`src/rtl/pulse_correlator_core.sv`:
```
// pulse_correlator_core: multi-lag pulse correlator with saturating window accumulators and double-buffered valid/ready frame readout
module pulse_correlator_core #(
  parameter int NUM_INPUTS = 4,
  parameter int RESOLUTION = 16,
  parameter int MAX_DELAY = 1,
  parameter int SAMPLE_DIV = 25,
  parameter int INTEG_SAMPLES = 1000,
  parameter logic [NUM_INPUTS-1:0] INVERT_MASK = '1
) (
  input  logic                  clki,
  input  logic                  rstn,
  input  logic                  enable,
  input  logic [NUM_INPUTS-1:0] pulse_in,
  output logic                  sample_clk_pulse,
  output logic                  integration_clk_pulse,
  output logic [RESOLUTION-1:0] out_data,
  output logic                  out_valid,
  input  logic                  out_ready,
  output logic                  out_last,
  output logic                  overrun
);
  localparam int NUM_PAIRS = NUM_INPUTS * (NUM_INPUTS - 1) / 2;
  localparam int NUM_LAGS = 2 * MAX_DELAY + 1;
  localparam int FRAME_WORDS = NUM_INPUTS + NUM_PAIRS * NUM_LAGS;
  localparam int DW = $clog2(SAMPLE_DIV);
  localparam int SW = $clog2(INTEG_SAMPLES + 1);
  localparam int IW = $clog2(FRAME_WORDS);
  localparam logic [DW-1:0] DIV_LAST = DW'(SAMPLE_DIV - 1);
  localparam logic [SW-1:0] SCNT_LAST = SW'(INTEG_SAMPLES - 1);
  localparam logic [IW-1:0] IDX_LAST = IW'(FRAME_WORDS - 1);
  typedef enum logic {IDLE, SEND} state_t;
  state_t state;
  logic [NUM_INPUTS-1:0] sync1, sync2, x;
  logic [NUM_INPUTS-1:0] s [MAX_DELAY+1];
  logic [DW-1:0] div;
  logic [SW-1:0] scnt;
  logic [IW-1:0] idx, idx_nxt;
  logic [RESOLUTION-1:0] acc [FRAME_WORDS];
  logic [RESOLUTION-1:0] acc_next [FRAME_WORDS];
  logic [RESOLUTION-1:0] shadow [FRAME_WORDS];
  logic [FRAME_WORDS-1:0] inc;
  logic tick, cap;
  assign x = sync2 ^ INVERT_MASK;
  assign tick = enable && div == DIV_LAST;
  assign cap = sample_clk_pulse && scnt == SCNT_LAST;
  assign idx_nxt = idx + IW'(1);
  for (genvar k = 0; k < NUM_INPUTS; k++) begin : g_ones
    assign inc[k] = s[0][k];
  end
  for (genvar i = 0; i < NUM_INPUTS - 1; i++) begin : g_i
    for (genvar j = i + 1; j < NUM_INPUTS; j++) begin : g_j
      for (genvar l = 0; l < NUM_LAGS; l++) begin : g_l
        localparam int W = NUM_INPUTS + (i * NUM_INPUTS - i * (i + 1) / 2 + j - i - 1) * NUM_LAGS + l;
        if (l >= MAX_DELAY) begin : g_pos
          assign inc[W] = s[0][i] & s[l-MAX_DELAY][j];
        end else begin : g_neg
          assign inc[W] = s[MAX_DELAY-l][i] & s[0][j];
        end
      end
    end
  end
  always_comb begin
    for (int w = 0; w < FRAME_WORDS; w++)
      acc_next[w] = (&acc[w]) ? acc[w] : acc[w] + RESOLUTION'(inc[w]);
  end
  always_ff @(posedge clki) begin
    if (!rstn) begin
      sync1 <= '0;
      sync2 <= '0;
      div <= '0;
      scnt <= '0;
      idx <= '0;
      state <= IDLE;
      sample_clk_pulse <= 1'b0;
      integration_clk_pulse <= 1'b0;
      out_data <= '0;
      out_valid <= 1'b0;
      out_last <= 1'b0;
      overrun <= 1'b0;
      for (int m = 0; m <= MAX_DELAY; m++) s[m] <= '0;
      for (int w = 0; w < FRAME_WORDS; w++) begin
        acc[w] <= '0;
        shadow[w] <= '0;
      end
    end else begin
      sync1 <= pulse_in;
      sync2 <= sync1;
      sample_clk_pulse <= tick;
      integration_clk_pulse <= cap;
      overrun <= cap && state == SEND;
      if (enable) div <= tick ? '0 : div + DW'(1);
      if (tick) begin
        s[0] <= x;
        for (int m = 1; m <= MAX_DELAY; m++) s[m] <= s[m-1];
      end
      if (sample_clk_pulse) begin
        scnt <= cap ? '0 : scnt + SW'(1);
        for (int w = 0; w < FRAME_WORDS; w++) acc[w] <= cap ? '0 : acc_next[w];
      end
      if (state == IDLE) begin
        if (cap) begin
          state <= SEND;
          idx <= '0;
          out_valid <= 1'b1;
          out_last <= 1'b0;
          out_data <= acc_next[0];
          for (int w = 0; w < FRAME_WORDS; w++) shadow[w] <= acc_next[w];
        end
      end else if (out_valid && out_ready) begin
        if (out_last) begin
          state <= IDLE;
          out_valid <= 1'b0;
          out_last <= 1'b0;
        end else begin
          idx <= idx_nxt;
          out_data <= shadow[idx_nxt];
          out_last <= idx_nxt == IDX_LAST;
        end
      end
    end
  end
endmodule

```
`config.mk`:
```
export PLATFORM = sky130hd
export DESIGN_NAME = pulse_correlator_core
export DESIGN_NICKNAME = d
export VERILOG_FILES = /design/src/rtl/pulse_correlator_core.sv
export SDC_FILE = /design/constraint.sdc
export NUM_CORES = 2
export LEC_CHECK = 0
export ABC_AREA = 1
export BUFFER_PORTS_ARGS = -buffer_cell sky130_fd_sc_hd__buf_4
export CAP_MARGIN = 20
export CORE_MARGIN = 4
export CORE_UTILIZATION = 58
export DETAILED_ROUTE_END_ITERATION = 6
export GPL_ROUTABILITY_DRIVEN = 0
export PLACE_DENSITY = 0.73
export SKIP_LAST_GASP = 1
export SYNTH_ARGS = -nofsm -noshare
export SYNTH_HDL_FRONTEND = slang
export SYNTH_SLANG_ARGS = --single-unit
export TNS_END_PERCENT = 30
```
`constraint.sdc`:
```
create_clock -name clki -period 11.1 [get_ports clki]
set_input_delay 1.665 -clock clki [delete_from_list [all_inputs] [get_ports clki]]
set_output_delay 1.665 -clock clki [all_outputs]
set_load 0.02 [all_outputs]
```
### After elaboration in Yosys (flattened, before gate mapping)

Memory sizes are Yosys's and may differ from the RTL's.
Index checks and enable logic that the tools add are counted.

| word-level totals | value |
|---|---|
| memories kept | 3 |
| bits in registers | 50 |
| bits in writable memories | 712 |

Memories:

| memory | depth | bits a word | read ports | clocked after Yosys merged registers in | write ports | line | source |
|---|---|---|---|---|---|---|---|
| acc | 22 | 16 | 22 | 0 | 22 | 38 | `logic [RESOLUTION-1:0] acc [FRAME_WORDS];` |
| shadow | 22 | 16 | 1 | 0 | 22 | 40 | `logic [RESOLUTION-1:0] shadow [FRAME_WORDS];` |
| s | 2 | 4 | 2 | 0 | 2 | 34 | `logic [NUM_INPUTS-1:0] s [MAX_DELAY+1];` |

| cells by class | value |
|---|---|
| bitwise operators | 65 |
| multiplexer cells | 122 |
| eq/ne operators | 6 |
| reduce and logical (&&, ||, !) cells | 30 |
| $add $sub $neg | 25 |

Operators with widths:

| cell | count |
|---|---|
| 2-to-1 mux 16 bit | 92 |
| adder 16 x 1 -> 16 bit | 22 |
| AND reduction 16 bit | 22 |
| bitwise OR 1 bit | 46 |
| 2-to-1 mux 5 bit | 5 |
| 2-to-1 mux 1 bit | 22 |
| bitwise AND 1 bit | 18 |
| adder 10 x 1 -> 10 bit, second input constant | 1 |
| adder 5 x 1 -> 5 bit, second input constant | 2 |
| == test 10 bit, second input constant | 1 |
| == test 5 bit, second input constant | 2 |
| 2-to-1 mux 10 bit | 1 |
| 2-to-1 mux 4 bit | 2 |
| AND reduction 3 bit | 2 |
| logical AND 1 bit | 4 |
| inequality test 2 bit, second input constant | 2 |
| NOT 4 bit | 1 |
| inequality test 2 x 1 -> 1 bit, second input constant | 1 |
| AND reduction 2 bit | 1 |
| nonzero test 2 bit | 1 |

### Depth between registers and ports, before layout

| logic depth | value |
|---|---|
| depth after elaboration | 7 |
| mapped depth | 17 |
| depth with buffers taken out | 12 |

### Worst setup path before layout

Ideal clock, no wire load.

| timing | value |
|---|---|
| path type | input -> register |
| start | input port rstn |
| end | memory shadow[0][0] (enable) |
| cell stages on the path | 4 |
| path buffers | 3 |
| path slack | 0.298 ns |
| data arrival time | 8.202 ns |
| path through | clkbuf_1 clkbuf_1 clkbuf_1 nand2_1 |

RTL lines:

| element | line | source |
|---|---|---|
| from (decl) | 11 | `input logic rstn,` |
| to (decl) | 40 |  |

==> out/metrics.yaml <==
floorplan:
  die_width_um: 274
  start_util: 0.587
  boundaryPins: 29
  die-area_mm2: 0.0753
  die_h_um: 274
  core_mm2: 0.0701
  rows: 97
synthesis:
  synth.distinct_cells: 37
  synth_flop_cell: "edfxtp_1"
  yosysSeqAreaShare: 0.543
  ys_seq_elements: 762
  synth_area_per_cell_um2: 8.40
  yosys_warnings: 0
  yosysTopAreaCellShare: 0.519
  synth_edf_count: 712
  syn_nets: 4962
  synthCells: 4905
  yosysMostFrequentCell: "nand2_1"
  yosys.area.top_type: "edfxtp_1"
  synthArstFlopShare: 0
  yosys-top-cells-count: "1088 x nand2_1, 927 x nor2_1, 712 x edfxtp_1"
  syn_area_mm2: 0.0412
  synthTopCellsByArea: "edfxtp_1 52%, nand2_1 9.9%, nor2_1 8.4%"
global_routing:
  track_usage: 0.275
  grt.overflow.total: 0
  grt_pass1_vias: 30319
  grt_max_degree: 132
  grt_pass1_wl_um: 163000
  grt_antenna_before_repair: 0
timing:
  hold_viol: 0
  drv_slew: 0
  fin_skew_ns: 0.0250
  setup_slack_ns: 6.44
  tightest_slew_ns: 1.13
  slew_headroom: 0.249
  finalSetupTns_ns: 0
  fmax_ghz: 0.215
  rsz0062_at_grt: "false"
  min_period_ns: 4.66
  setup_viol: 0
  fin_crit_sh: 0.419
power:
  switchingPower_mw: 1.45
  power_density_mw_per_mm2: 144
  pwr-share-clk: 0.441
  power.share.sequential: 0.518
  internal_power_mw: 5.00
  max-vdd-ir-drop_v: 0.000129
  total_leakage_power_nw: 20.0
  switching_share: 0.224
  power.share.combinational: 0.041
critical_path:
  start_kind: "primary input"
  r2r_setup_slack_ns: 6.81
  worstPathMaxFanout: 91
  worst_ep_arrival_time_ns: 5.13
  required_ns: 11.58
  crit_path_end_kind: "flip-flop"
  worstSetupPathType: "primary input to flip-flop"
clocking:
  cts_made_buffers: 82
  clk_pin_slew_worst_paths_ns: 0.06
  cts_tree: "built"
  hold_buffers: 0
  clk_latency_ns: 0.66
  root_buffer: "clkbuf_16"
  clock_sinks: 762
  cts_max_path_buffers: 3
  h-tree-depth: 3
  cts_setup_buffers: 0
  cts_resized: 0
route:
  initialDrtViolationCount: 3571
  vias: 32649
  drcViolationCount: 0
  via_per_inst: 5.56
  wl_per_cell_um: 17.7
  first_pass_iters: 7
  routed_wirelength_um: 104000
  antenna_left: 0
job:
  maxCapViolCount: 0
finish:
  layout-drive-gt1-share: 0.0628
  final_nets: 4926
  area_growth_pct: 8.90
  diodes: 0
placement:
  dp_hpwl_um: 70400
  io_buffers: 28
  post-place-ws_ns: 5.83
run_status:
  run_status: "finished, final reports clean"
min_path:
  hold_path_class: "flip-flop to flip-flop"
-- flip-flops by register name, indices dropped and copies added (netlist names) --
| name | cells |
|---|---|
| sample_clk_pulse | 1 |
| div | 5 |
| idx | 5 |
| integration_clk_pulse | 1 |
| out_data | 16 |
| out_valid | 1 |
| overrun | 1 |
| sync2 | 4 |
| scnt | 10 |
| acc | 352 |
| s | 8 |
| out_last | 1 |
| state | 1 |
| sync1 | 4 |
| shadow | 352 |
-- kinds of logic after synthesis --
| kind of cell | after synthesis | synth area share |
|---|---|---|
| buffers and inverters | 848 | 0.0818 |
| AO/OA/AOI/OAI | 313 | 0.0384 |
| adder cells (fa/ha/maj) | 49 | 0.0149 |
| flip-flops | 762 | 0.543 |
| AND/OR/NAND/NOR | 2759 | 0.284 |
| XOR/XNOR | 174 | 0.0374 |
-- power by group through the flow --
stage	logic (mW)	clock network, mW	registers (mW)
finish	0.265	2.84	3.34
global route	0.297	2.99	3.35
CTS	0.261	2.87	3.34
detailed placement	0.259	0	3.40
global placement	0.256	0	3.40
floorplan	0.183	0	3.42
-- final cells by class --
class | instances | area, um^2
repair buffers | 54 | 458
multi-input cells | 3295 | 15500
flip-flops and latches | 762 | 22400
clock inverters | 42 | 557
clock buffers | 109 | 2230
inverters | 674 | 2540
well taps | 940 | 1180
fillers | 5919 | 25300
-- path summary, 6_finish.rpt --
path / from / endpoint / cells after the start
worst min-delay path: sync1[3] / sync2[3] / 2
worst max register to register: sample_clk_pulse / acc[1][2] / 9
worst max-delay path: rstn / acc[1][32] / 7
worst min register to register: sync1[3] / sync2[3] / 2
-- layout by cell type, fill, tap and decap left out, drive strengths merged --
| cell type | synthesis | routed |
|---|---|---|
| nand2 | 1089 | 1089 |
| nor2 | 931 | 931 |
| edfxtp | 712 | 712 |
| inv | 672 | 675 |
| nand3 | 390 | 390 |
| o21ai | 157 | 157 |
| a21oi | 151 | 151 |
| nand4 | 122 | 122 |
| clkbuf | 73 | 109 |
| or2 | 98 | 98 |
| xnor2 | 91 | 91 |
| nor3 | 88 | 88 |
| xor2 | 83 | 83 |
| buf | 101 | 54 |
| dfxtp | 50 | 50 |
| ha | 49 | 49 |
| clkinv | 2 | 24 |
| nand3b | 22 | 22 |
| nor3b | 11 | 11 |
| bufinv | 0 | 10 |
| clkinvlp | 0 | 7 |
| nor4 | 6 | 6 |
| and3 | 2 | 2 |
| a31oi | 2 | 2 |
| o32ai | 1 | 1 |
| o21a | 1 | 1 |
| a32o | 1 | 1 |
-- layer usage --
metal	vias to the layer above	track usage	wire length, um	part of all wire
li1	15846	-	-	-
met1	15181	0.382	43900	0.42
met2	1380	0.438	47200	0.45
met3	242	0.0424	8490	0.082
met4	0	0.110	4450	0.043
met5	-	0	0	0
-- stage by stage --
step	hold WS, ns	std cells	utilization	cell area [um^2]	total power [mW]
2_1_floorplan	0.390	4905	-	41200	3.60
3_3_place_gp	0.402	5723	0.599	42000	3.65
3_5_place_dp	0.398	5723	0.599	42000	3.66
4_1_cts	0.411	5874	0.639	44800	6.47
5_1_grt	0.433	5876	0.639	44900	6.64
6_report	0.410	5876	0.639	44900	6.45
-- critical path: stages --
cell and delay [ns]:
buf_4 0.56, nand2_2 0.70, nor2_4 0.23, buf_4 0.59, inv_6 0.38, buf_4 0.56, a21oi_1 0.27
Power figures use the tool's default switching activity.
